### src/rtl/prog_loader_pkg.sv
// Shared constants for the boot-time program loader: FSM state codes,
// the default frame start byte and the word lane geometry.
package prog_loader_pkg;

    typedef logic [2:0] state_t;

    localparam state_t IDLE = 3'd0;
    localparam state_t LEN0 = 3'd1;
    localparam state_t LEN1 = 3'd2;
    localparam state_t DATA = 3'd3;
    localparam state_t CSUM = 3'd4;
    localparam state_t DONE = 3'd5;
    localparam state_t ERR  = 3'd6;

    localparam logic [7:0] MAGIC_DEFAULT = 8'hA5;

    localparam int         LANES     = 4;
    localparam logic [1:0] LAST_LANE = 2'(LANES - 1);

endpackage

### src/rtl/prog_loader_byte_packer.sv
// Assembles accepted bytes into little-endian 32-bit words. The finished word
// and its strobe are presented combinationally alongside the lane-3 byte.
module byte_packer
    import prog_loader_pkg::*;
(
    input  logic        CLK,
    input  logic        RST,
    input  logic        clr,
    input  logic [7:0]  in_byte,
    input  logic        in_valid,
    output logic [31:0] word,
    output logic        word_valid
);

    logic [1:0]  lane;
    logic [23:0] low;

    // NOTE: state is written with <= only, so every register samples the
    // pre-edge value of every other register regardless of statement order.
    always_ff @(posedge CLK) begin
        if (RST || clr) begin
            lane <= '0;
            low  <= '0;
        end else if (in_valid) begin
            lane <= lane + 2'd1;
            case (lane)
                2'd0:    low[7:0]   <= in_byte;
                2'd1:    low[15:8]  <= in_byte;
                2'd2:    low[23:16] <= in_byte;
                default: ;
            endcase
        end
    end

    assign word       = {in_byte, low};
    assign word_valid = in_valid && (lane == LAST_LANE);

endmodule

### src/rtl/prog_loader.sv
// Frame parser that writes a checksummed program image into instruction
// memory and holds the CPU in reset until the image has been verified.
module prog_loader
    import prog_loader_pkg::*;
#(
    parameter logic [7:0] MAGIC  = MAGIC_DEFAULT,
    parameter int         ADDR_W = 16
) (
    input  logic              CLK,
    input  logic              RST,
    input  logic [7:0]        byte_data,
    input  logic              byte_valid,
    output logic              byte_ready,
    input  logic              arm,
    output logic              mem_we,
    output logic [ADDR_W-1:0] mem_addr,
    output logic [31:0]       mem_wdata,
    output logic              cpu_hold,
    output logic              done,
    output logic              error
);

    state_t            state;
    logic [15:0]       cnt;
    logic [ADDR_W-1:0] idx;
    logic [ADDR_W-1:0] idx_next;
    logic [7:0]        csum;
    logic              hs;
    logic [31:0]       word;
    logic              word_valid;

    assign byte_ready = (state != DONE) && (state != ERR);
    assign hs         = byte_valid && byte_ready;
    assign idx_next   = idx + ADDR_W'(1);

    byte_packer u_packer (
        .CLK        (CLK),
        .RST        (RST),
        .clr        (hs && (state == LEN1)),
        .in_byte    (byte_data),
        .in_valid   (hs && (state == DATA)),
        .word       (word),
        .word_valid (word_valid)
    );

    always_ff @(posedge CLK) begin
        if (RST) begin
            state     <= IDLE;
            cnt       <= '0;
            idx       <= '0;
            csum      <= '0;
            mem_we    <= 1'b0;
            mem_addr  <= '0;
            mem_wdata <= '0;
        end else begin
            mem_we <= 1'b0;
            case (state)
                IDLE: if (hs && (byte_data == MAGIC)) state <= LEN0;
                LEN0: if (hs) begin
                    cnt[7:0] <= byte_data;
                    state    <= LEN1;
                end
                // Checksum clears even for an empty frame so CSUM compares against 0.
                LEN1: if (hs) begin
                    cnt[15:8] <= byte_data;
                    idx       <= '0;
                    csum      <= '0;
                    state     <= ({byte_data, cnt[7:0]} == 16'd0) ? CSUM : DATA;
                end
                DATA: if (hs) begin
                    csum <= csum + byte_data;
                    if (word_valid) begin
                        mem_we    <= 1'b1;
                        mem_addr  <= idx;
                        mem_wdata <= word;
                        idx       <= idx_next;
                        if (32'(idx_next) == 32'(cnt)) state <= CSUM;
                    end
                end
                CSUM: if (hs) state <= (byte_data == csum) ? DONE : ERR;
                DONE, ERR: if (arm) state <= IDLE;
                default: state <= IDLE;
            endcase
        end
    end

    // Status flags decode straight from the state register, so they move
    // in the cycle after the CSUM handshake or the arm pulse.
    assign done     = (state == DONE);
    assign error    = (state == ERR);
    assign cpu_hold = (state != DONE);

endmodule

### config.mk
export PLATFORM = sky130hd
export DESIGN_NAME = prog_loader
export DESIGN_NICKNAME = d
export VERILOG_FILES = /design/src/rtl/prog_loader_pkg.sv /design/src/rtl/prog_loader_byte_packer.sv /design/src/rtl/prog_loader.sv
export SDC_FILE = /design/constraint.sdc
export NUM_CORES = 1
export LEC_CHECK = 0
export ABC_AREA = 1
export CAP_MARGIN = 30
export CELL_PAD_IN_SITES_DETAIL_PLACEMENT = 1
export CELL_PAD_IN_SITES_GLOBAL_PLACEMENT = 2
export CORE_MARGIN = 2
export CORE_UTILIZATION = 28
export DETAILED_ROUTE_END_ITERATION = 10
export PLACE_DENSITY_LB_ADDON = 0.1
export SYNTH_ARGS = -nofsm -noshare
export SYNTH_HDL_FRONTEND = slang
export SYNTH_HIERARCHICAL = 1
export SYNTH_SLANG_ARGS = --single-unit
export TNS_END_PERCENT = 30
### constraint.sdc
create_clock -name CLK -period 2.1 [get_ports CLK]
set_clock_uncertainty 0.15 [all_clocks]
set_input_delay 0.63 -clock CLK [delete_from_list [all_inputs] [get_ports CLK]]
set_output_delay 0.63 -clock CLK [all_outputs]
set_load 0.005 [all_outputs]
==> qor.csv <==
stage,metric,value,unit
finish,finalInstanceArea,0.007899,mm2
route,drt_iter0_drc,184,
synthesis,synthFlopType,dfxtp_1,
synthesis,syn-cell-area,0.005669,mm2
placed_design,gp_congestion,0.7790,
synthesis,synth_cell_types,36,
critical_path,critPathLaunchType,flop,
floorplanning,start_util,0.2829,
power,pwr-share-seq,0.423,
clock_network,clock_latency,0.43,ns
timing,slew_headroom,0.5356,
synthesis,syn_avg_cell_area,7.025,um2
power,intPower,0.003965,W
synthesis,syn_inst,807,
placed_design,dpl_cell_area,0.007082,mm2
placed_design,pre_cts_slack,-0.8008,ns
floorplanning,ios,65,
synthesis,yosys_warnings,6,
clock_network,hold_buffers,0,
grt,grt_usage,0.1778,
timing,holdWs,0.3220,ns
timing,finalMaxSlewViolations,0,
floorplanning,rows,52,
grt,globalRouteOverflowTotal,0,
critical_path,endpoint_kind,flop,
run,drv_cap,0,
synthesis,ys_seq_elements,118,
finish,drive_gt1_frac,0.2180,
grt,grt_pass1_vias,5942,
critical_path,critPathMaxFanout,5,
synthesis,async_flop_share,0,
timing,min_period_over_period,1.051,
run_status,status,"finished, violations left",
floorplanning,die_x,146.3,um
finish,area_growth,39.33,%
finish,nets,966,
floorplanning,core-area,0.02004,mm2
placed_design,place.port_buffers,64,
grt,antenna_found_initial,0,
route,wl,18.64,mm
power,cellPowerDensity,680.7,mW/mm2
timing,fmax,0.4531,GHz
clock_network,path_clk_slew,0.06,ns
power,p_clk_frac,0.514,
power,leakage,3.340,nW
timing,timing_hold_violations_final,0,
route,dr_total_vias,5611,
route,avgRoutedWirePerCell,15.23,um
power,p_switching,0.001412,W
route,viasPerCell,4.584,
floorplanning,die-area,0.02140,mm2
clock_network,clock_sinks,118,
critical_path,arrival,2.36,ns
finish,final_core_util,0.3942,
clock_network,clock-root-buffer,clkbuf_16,
critical_path,required,2.26,ns
grt,grt_max_degree,54,
clock_network,cts.htree.levels,4,
timing,finalSetupViolations,3,
clock_network,cts_buffers,17,
placed_design,dp_hpwl,13.39,mm
route,final_antenna_net_count,0,
synthesis,seq_area_frac_synth,0.4167,
clock_network,clockBufferDepth,2,
route,drt_first_pass_iters,4,
timing,layout_min_cycle_time,2.207,ns
clock_network,cts_tree,yes,
floorplanning,die_h,146.3,um
route,drc_errors,0,
grt,grt_pass1_wl,30.25,mm
timing,grt_setup_unrepaired,yes,
power,combPwrFrac,0.063,
synthesis,synth_edf_count,0,
timing,setup_ws,-0.1071,ns
synthesis,synth_nets,832,
finish,n_antenna_cell,0,
timing,tightest_slew,0.6950,ns
critical_path,path_class,flop to flop,
run_status,failed_checks,setup timing,
power,peakVddDrop,0.5199,mV
power,switching_share,0.2625,
worst_hold_path,holdCritPathClass,flop to flop,
finish,nFillCells,2517,
[power by group through the flow]
stage / registers, W / clock network [W] / logic (W)
global route: 0.00228 / 0.00293 / 0.000377
CTS: 0.00228 / 0.00285 / 0.000338
floorplan: 0.00232 / 0 / 0.000172
finish: 0.00228 / 0.00276 / 0.000339
global placement: 0.00233 / 0 / 0.000318
detailed placement: 0.00233 / 0 / 0.000326
[through the flow]
step	power, W	TNS (ns)	std cells
2_1_floorplan	0.002491	-0.1742	807
3_3_place_gp	0.002644	-36.43	1184
3_5_place_dp	0.002653	-39.88	1184
4_1_cts	0.005461	-0.2812	1216
5_1_grt	0.005588	-0.9666	1224
6_report	0.005377	-0.2471	1224
[metal layers]
metal  routed length (um)  track usage
met1                 8524       0.2142
met2                 9523       0.3224
met3                  321      0.02750
met4                  270      0.06019
met5                    0            0
[cells by family after synthesis]
| family | synth area share |
|---|---|
| AOI/OAI and AO/OA | 0.1293 |
| adders and majority gates | 0.03001 |
| DFF | 0.4167 |
| buffers and inverters | 0.09490 |
| xor gates and xnor gates | 0.009269 |
| and+or+nand+nor | 0.3198 |
[state kept, by name, summed over array words and instances (netlist names)]
signal         cells
mem_wdata         32
u_packer/low      24
cnt               16
idx               16
mem_addr          16
csum               8
state              3
u_packer/lane      2
mem_we             1
[area by class of cell]
| type | instances | area, um2 | area share |
|---|---|---|---|
| timing repair buffer | 155 | 1375 | 0.1741 |
| tap | 270 | 337.8 | 0.04277 |
| clock buffer | 19 | 452.9 | 0.05734 |
| multi-input combinational | 570 | 2949 | 0.3734 |
| inverter | 79 | 296.5 | 0.03754 |
| clock inverter | 13 | 96.34 | 0.01220 |
| sequential | 118 | 2391 | 0.3027 |
[final timing paths]
path / start / endpoint / slack [ns] / cells past startpoint
max reg2reg: idx[1] / state[0] / -0.11 / 16
max: idx[1] / state[0] / -0.11 / 16
min reg2reg: cnt[13] / cnt[13] / 0.32 / 2
min: cnt[13] / cnt[13] / 0.32 / 2
[Yosys cell counts (3+ instances only)]
cell | count | area share
a21oi_1 | 60 | 0.053
buf_2 | 10 | 0.0088
buf_4 | 9 | 0.012
buf_6 | 6 | 0.012
clkbuf_1 | 15 | 0.0099
dfxtp_1 | 118 | 0.42
ha_1 | 12 | 0.026
inv_1 | 76 | 0.050
inv_2 | 3 | 0.0020
nand2_1 | 152 | 0.10
nand2_2 | 13 | 0.014
nand2_8 | 3 | 0.011
nand3_1 | 39 | 0.034
nand3b_1 | 5 | 0.0066
nand4_1 | 14 | 0.015
nor2_1 | 159 | 0.11
nor2_2 | 5 | 0.0055
nor2_4 | 5 | 0.0099
nor3_1 | 4 | 0.0035
nor4_1 | 5 | 0.0055
o21ai_0 | 70 | 0.062
xor2_1 | 5 | 0.0077
[cells in the final DEF (no fill, tap or decap), types with 6 or more instances in the layout]
master,instances
o21ai_1,7
nand2_2,17
clkdlybuf4s50_1,50
nand2_1,148
inv_1,74
buf_4,86
clkbuf_16,17
nand3_1,36
dlymetal6s2s_1,7
a21oi_2,6
nor2_1,152
nor2_2,10
nand4_1,14
nor2_4,7
dfxtp_2,8
a21oi_1,55
dfxtp_1,105
ha_1,7
o21ai_0,65
[worst max-delay path, stage by stage (launching register included)]
cell	delay, ns
dfxtp_4	0.38
ha_4	0.17
nand2_2	0.07
nor2_4	0.20
nand2_2	0.10
inv_2	0.10
nand2_2	0.07
nand3b_1	0.08
nand2_1	0.07
nor2_1	0.10
nand2_1	0.07
nor2_2	0.11
nand2_1	0.09
nand2_2	0.13
nand3_1	0.08
nand2_1	0.08
nor2_1	0.04
[timing repair]
item	CTS	global route
pin swaps	7	26
buffers inserted	0	8
gates resized for setup	40	50
setup endpoints to repair	17	26
Power figures use the tool's default switching activity.
